$ cat src/rtl/spu_decode_stage.sv
// SPU decode stage: classifies each 32-bit instruction, extracts register
// fields and the extended immediate, and buffers decoded records in a small FIFO.
module spu_decode_stage #(
   parameter int DEPTH  = 2,
   parameter int PC_W   = 32,
   parameter int REG_AW = 7,
   parameter int CNT_W  = 32
) (
   input  logic              clk,
   input  logic              reset,
   input  logic              flush,
   input  logic              in_valid,
   output logic              in_ready,
   input  logic [31:0]       instruction,
   input  logic [PC_W-1:0]   pc_plus8_in,
   output logic              out_valid,
   input  logic              out_ready,
   output logic [2:0]        fmt,
   output logic [10:0]       opcode,
   output logic [REG_AW-1:0] rt,
   output logic [REG_AW-1:0] ra,
   output logic [REG_AW-1:0] rb,
   output logic [REG_AW-1:0] rc,
   output logic              ra_en,
   output logic              rb_en,
   output logic              rc_en,
   output logic [31:0]       imm,
   output logic [PC_W-1:0]   pc_plus8_out,
   output logic [CNT_W-1:0]  decoded_count
);

   localparam int PTR_W = (DEPTH > 1) ? $clog2(DEPTH) : 1;
   localparam int CW    = $clog2(DEPTH + 1);
   localparam int REC_W = 3 + 11 + 4 * REG_AW + 3 + 32 + PC_W;

   localparam logic [2:0] FMT_RR   = 3'd0;
   localparam logic [2:0] FMT_RRR  = 3'd1;
   localparam logic [2:0] FMT_RI10 = 3'd2;
   localparam logic [2:0] FMT_RI16 = 3'd3;
   localparam logic [2:0] FMT_RI18 = 3'd4;

   logic [2:0]        dec_fmt;
   logic [REG_AW-1:0] dec_rt, dec_ra, dec_rb, dec_rc;
   logic [2:0]        dec_en;
   logic [31:0]       dec_imm;
   logic [REC_W-1:0]  dec_rec;

   logic [REC_W-1:0]  mem_q [DEPTH];
   logic [REC_W-1:0]  mem_d [DEPTH];
   logic [PTR_W-1:0]  wr_ptr_q, wr_ptr_d;
   logic [PTR_W-1:0]  rd_ptr_q, rd_ptr_d;
   logic [CW-1:0]     count_q, count_d;
   logic [CNT_W-1:0]  dcnt_q, dcnt_d;
   logic              push, pop;

   // First match wins: RI18 opcodes overlap the RI16/RI10 nibble classes.
   always_comb begin
      dec_fmt = FMT_RR;
      dec_rt  = '0;
      dec_ra  = '0;
      dec_rb  = '0;
      dec_rc  = '0;
      dec_en  = 3'b000;
      dec_imm = '0;
      if (instruction[31:28] inside {4'h8, 4'hB, 4'hC, 4'hD, 4'hE, 4'hF}) begin
         dec_fmt = FMT_RRR;
         dec_rt  = REG_AW'(instruction[27:21]);
         dec_rb  = REG_AW'(instruction[20:14]);
         dec_ra  = REG_AW'(instruction[13:7]);
         dec_rc  = REG_AW'(instruction[6:0]);
         dec_en  = 3'b111;
      end else if (instruction[31:25] inside {7'h21, 7'h08, 7'h09}) begin
         dec_fmt = FMT_RI18;
         dec_rt  = REG_AW'(instruction[6:0]);
         dec_imm = {14'b0, instruction[24:7]};
      end else if (instruction[31:28] inside {4'h2, 4'h4}) begin
         dec_fmt = FMT_RI16;
         dec_rt  = REG_AW'(instruction[6:0]);
         dec_imm = {{16{instruction[22]}}, instruction[22:7]};
      end else if (instruction[31:28] inside {4'h0, 4'h1, 4'h3, 4'h5, 4'h7}) begin
         dec_fmt = FMT_RI10;
         dec_rt  = REG_AW'(instruction[6:0]);
         dec_ra  = REG_AW'(instruction[13:7]);
         dec_en  = 3'b100;
         dec_imm = {{22{instruction[23]}}, instruction[23:14]};
      end else begin
         dec_fmt = FMT_RR;
         dec_rt  = REG_AW'(instruction[6:0]);
         dec_ra  = REG_AW'(instruction[13:7]);
         dec_rb  = REG_AW'(instruction[20:14]);
         dec_en  = 3'b110;
      end
   end

   assign dec_rec = {dec_fmt, instruction[31:21], dec_rt, dec_ra, dec_rb, dec_rc,
                     dec_en, dec_imm, pc_plus8_in};

   // in_ready depends only on registered occupancy, never on out_ready.
   assign in_ready  = (count_q < CW'(DEPTH));
   assign out_valid = (count_q != '0);
   assign push      = in_valid & in_ready & ~flush;
   assign pop       = out_valid & out_ready & ~flush;

   always_comb begin
      mem_d    = mem_q;
      wr_ptr_d = wr_ptr_q;
      rd_ptr_d = rd_ptr_q;
      count_d  = count_q;
      dcnt_d   = dcnt_q;
      if (flush) begin
         wr_ptr_d = '0;
         rd_ptr_d = '0;
         count_d  = '0;
      end else begin
         if (push) begin
            mem_d[wr_ptr_q] = dec_rec;
            wr_ptr_d        = wr_ptr_q + PTR_W'(1);
         end
         if (pop) begin
            rd_ptr_d = rd_ptr_q + PTR_W'(1);
         end
         case ({push, pop})
            2'b10:   count_d = count_q + CW'(1);
            2'b01:   count_d = count_q - CW'(1);
            default: count_d = count_q;
         endcase
      end
      if (push && (dcnt_q != '1)) begin
         dcnt_d = dcnt_q + CNT_W'(1);
      end
   end

   always_ff @(posedge clk) begin
      if (reset) begin
         for (int i = 0; i < DEPTH; i++) begin
            mem_q[i] <= '0;
         end
         wr_ptr_q <= '0;
         rd_ptr_q <= '0;
         count_q  <= '0;
         dcnt_q   <= '0;
      end else begin
         mem_q    <= mem_d;
         wr_ptr_q <= wr_ptr_d;
         rd_ptr_q <= rd_ptr_d;
         count_q  <= count_d;
         dcnt_q   <= dcnt_d;
      end
   end

   assign {fmt, opcode, rt, ra, rb, rc, ra_en, rb_en, rc_en, imm, pc_plus8_out} = mem_q[rd_ptr_q];
   assign decoded_count = dcnt_q;

endmodule

$ cat config.mk
export PLATFORM = sky130hd
export DESIGN_NAME = spu_decode_stage
export DESIGN_NICKNAME = d
export VERILOG_FILES = /design/src/rtl/spu_decode_stage.sv
export SDC_FILE = /design/constraint.sdc
export NUM_CORES = 1
export LEC_CHECK = 0
export ABC_AREA = 0
export BUFFER_PORTS_ARGS = -buffer_cell sky130_fd_sc_hd__buf_4
export CAP_MARGIN = 20
export CORE_AREA = 2 2 203 205
export CTS_BUF_LIST = sky130_fd_sc_hd__clkbuf_16
export CTS_CLUSTER_DIAMETER = 80
export DETAILED_ROUTE_END_ITERATION = 10
export DIE_AREA = 0 0 205 207
export PLACE_DENSITY = 0.41
export SKIP_CTS_REPAIR_TIMING = 1
export SYNTH_ARGS = -nofsm -noshare
export SYNTH_HDL_FRONTEND = slang
export SYNTH_SLANG_ARGS = --single-unit
$ cat constraint.sdc
create_clock -name clk -period 3 [get_ports clk]
set_input_delay 0.3 -clock clk [delete_from_list [all_inputs] [get_ports clk]]
set_output_delay 0.3 -clock clk [all_outputs]
set_load 0.01 [all_outputs]
==> results by group <==
Critical path
  – R2r startpoint: decoded_count[24]
  – Setup crit start kind: flip-flop
  – Worst-path maximum fanout: 30
  – FF-to-FF path depth: 6
  – Worst EP arrival: 2.16 ns
  – R2R Setup Slk: roughly 0.7 ns
  – RR Endpoint: decoded_count[1]
  – Critical path class: reg2out
  – Setup crit end kind: primary output
  – Required time at the worst-slack endpoint: 2.70 ns

Detailed routing
  – DRC: 0
  – Final wirelength: between 30 and 40 mm
  – DR pass1 iterations: 5
  – DR WL/cell: ~17 um
  – Initial drt markers: 434
  – Vias/cell: 4.661
  – Post-route ant nets: 0
  – Vias: 8972

Run status
  – Run status: completed

Yosys
  – Asr flop ratio synth: 0
  – Syn_nets: between 1000 and 1500
  – Post-Syn Area: 9981 sq um
  – Synth Warn #: 0
  – Top_reg_cell synth: dfxtp_1
  – EDFF count, synth: 0
  – Syn avg cell area: around 8.4 sq um
  – Distinct cells, synth: 41
  – Syn Inst Count: 1189
  – Post-synthesis register bit count: ~230
  – Sequential fraction of the synthesis area: 0.4573

Finish
  – Layout area overhead: 31.84%
  – FILL cells: 4333
  – Final Non-Filler Cells: 1925
  – Area of the multi-input gates: 4940 sq um
  – Seq. cell area: 4568 sq um
  – Final #Nets: 1443
  – Util after Layout: 0.3260
  – Share of cells above drive strength 1: 0.2744

Timing
  – Clock Skews: 0.007337 ns
  – Setup TNS: 0 ns
  – Tcrit/Tclk final: 0.8209
  – Worst setup margin: 0.5374 ns
  – Fmax: 0.4061 GHz
  – Final Max Tran Viols: 0
  – Final setup fails: 0
  – Slew margin rel.: 0.4038
  – Fin. Hold Viols: 0
  – Worst slew pin tran: 0.8922 ns
  – RSZ-0062 raised after global routing: no
  – Period minus WS final: 2.463 ns

Power and ir drop
  – Leakage: 0.004973 uW
  – Maximum VDD drop: approximately 0.00041 V
  – Pwr Density: 539.7 nW/um^2
  – Power, Total: between 7000 and 8000 uW

CTS
  – Worst-path clk slew: 0.06 ns
  – H-tree depth: 1
  – Root Driver: clkbuf_16
  – CTS Buf Count: 28
  – Max clock buf depth: 3
  – Worst skew pair latency: 0.55 ns
  – CTS tree: done
  – CTS sink cnt: 228

Die
  – Die Wd: between 200 and 250 um
  – Std-Cell Core Area: 40370 sq um
  – Initial Utilization: 0.2472
  – Site row count: between 70 and 80
  – DIE AREA: 42440 sq um
  – Chip height: 207 um
  – Ports: 212

Global route
  – First-pass GRT wire length: 51.23 mm
  – Total Routing Usage GR: 0.1517
  – Initial antenna violation count: 0
  – Total grt overflow: 0
  – Vias in the first global route: ~8700
  – Largest net degree at the start of global routing: about 80

Min path
  – HP Class: in2reg
  – Hold path endpoint: mem_q[1]
  – Min-delay src: pc_plus8_in[1]
  – Hold path depth: 3

Place
  – Port Buf Inserts: 211
  – DP Worst Slack: 0.6513 ns
  – Final Wtd Congestion: 0.7531
  – DP Cell Count: 1849
  – HPWL Detailed: 21.00 mm

Job
  – Max Cap Viol: 0
==> state kept, by name (all words and copies together) (netlist names) <==
| signal | flops |
|---|---|
| wr_ptr_q | 1 |
| mem_q | 192 |
| rd_ptr_q | 1 |
| count_q | 2 |
| decoded_count | 32 |
==> worst max-delay path, cell delays in order, from the launching register on <==
cell and delay, ns:
dfxtp_4 0.67, buf_4 0.38, mux2_2 0.41, buf_4 0.15
==> final cells by class <==
cell class / count / share of cell area
multi-input combinational: 845 / 0.3754
sequential: 228 / 0.3472
timing repair buffer: 260 / 0.1581
clock buffer: 29 / 0.05515
tap: 532 / 0.05058
clock inverter: 21 / 0.01084
inverter: 9 / 0.002567
antenna: 1 / 0.0001902
==> Yosys cell counts, types with 3 or more instances <==
cell / n / area share
a211oi_1: 43 / 0.032
a21oi_1: 168 / 0.084
and2_1: 10 / 0.0063
buf_4: 13 / 0.0098
buf_6: 3 / 0.0034
clkbuf_1: 88 / 0.033
dfxtp_1: 228 / 0.46
inv_1: 9 / 0.0034
mux2_2: 96 / 0.11
mux2i_1: 17 / 0.017
nand2_1: 252 / 0.095
nand2b_1: 3 / 0.0019
nand3_1: 55 / 0.028
nand3b_1: 13 / 0.0098
nand4_1: 8 / 0.0050
nor2_1: 63 / 0.024
nor3_1: 10 / 0.0050
o21ai_0: 23 / 0.012
o21ai_1: 6 / 0.0030
o31ai_1: 17 / 0.013
or2_2: 3 / 0.0019
or3_1: 13 / 0.0081
or4_1: 18 / 0.014
xnor2_1: 4 / 0.0035
xor2_1: 6 / 0.0053
==> placed cells by master (no fill, tap or decap), types with 5 or more instances in the layout <==
| cell type | n |
|---|---|
| nand2_1 | 251 |
| buf_4 | 229 |
| dfxtp_1 | 227 |
| a21oi_1 | 168 |
| mux2_2 | 96 |
| nor2_1 | 61 |
| nand3_1 | 55 |
| a211oi_1 | 43 |
| clkbuf_16 | 29 |
| dlygate4sd3_1 | 25 |
| o21ai_0 | 23 |
| or4_1 | 18 |
| inv_1 | 17 |
| mux2i_1 | 17 |
| o31ai_1 | 17 |
| nand3b_1 | 13 |
| or3_1 | 13 |
| nor3_1 | 10 |
| and2_1 | 9 |
| nand4_1 | 8 |
| xor2_1 | 6 |
| o21ai_1 | 6 |
| clkinv_1 | 5 |
| clkinv_2 | 5 |
| buf_12 | 5 |
==> kinds of logic (layout without fill, tap and decap cells) <==
family / after synthesis / count (layout) / synth area share
adders and majority gates: 2 / 2 / 0.002507
other: 0 / 1 / 0
muxes: 113 / 113 / 0.1254
AOI/OAI and AO/OA: 265 / 265 / 0.1519
DFF: 228 / 228 / 0.4573
and+or+nand+nor: 455 / 455 / 0.2031
buffers and inverters: 116 / 319 / 0.05102
xor gates and xnor gates: 10 / 10 / 0.008775
==> report_power, final <==
group / switching [uW] / total (uW) / internal, uW
clock: 1340 / 3240 / 1900
sequential: 39.0 / 3140 / 3110
combinational: 400 / 715 / 315
total: 1780 / 7100 / 5320
==> metal layers <==
layer,global-route usage,up-vias,part of all wire
li1,-,4494,-
met2,0.2460,204,0.47
met1,0.2083,4244,0.46
met3,0.03037,30,0.057
met4,0.03027,0,0.013
met5,0,-,0
==> how the worst max path moves through the flow <==
stage,start,endpoint,slack (ns),cells past startpoint
6_report,rd_ptr_q,rb_en,0.54,3
5_1_grt,rd_ptr_q,rb[0],0.42,3
4_1_cts,rd_ptr_q,rb_en,0.45,3
3_5_place_dp,instruction[26],mem_q[46],0.65,6
3_3_place_gp,instruction[26],mem_q[143],0.70,6
2_1_floorplan,decoded_count[24],decoded_count[1],0.83,7
==> through the flow <==
stage	instance area, sq um	hold WS, ns
after floorplan	9981	0.3774
after global placement	12040	0.4380
after detailed placement	12040	0.4433
after CTS	12910	-0.07275
after global routing	13160	0.000003053
final	13160	0.009978
Power figures use the tool's default switching activity.
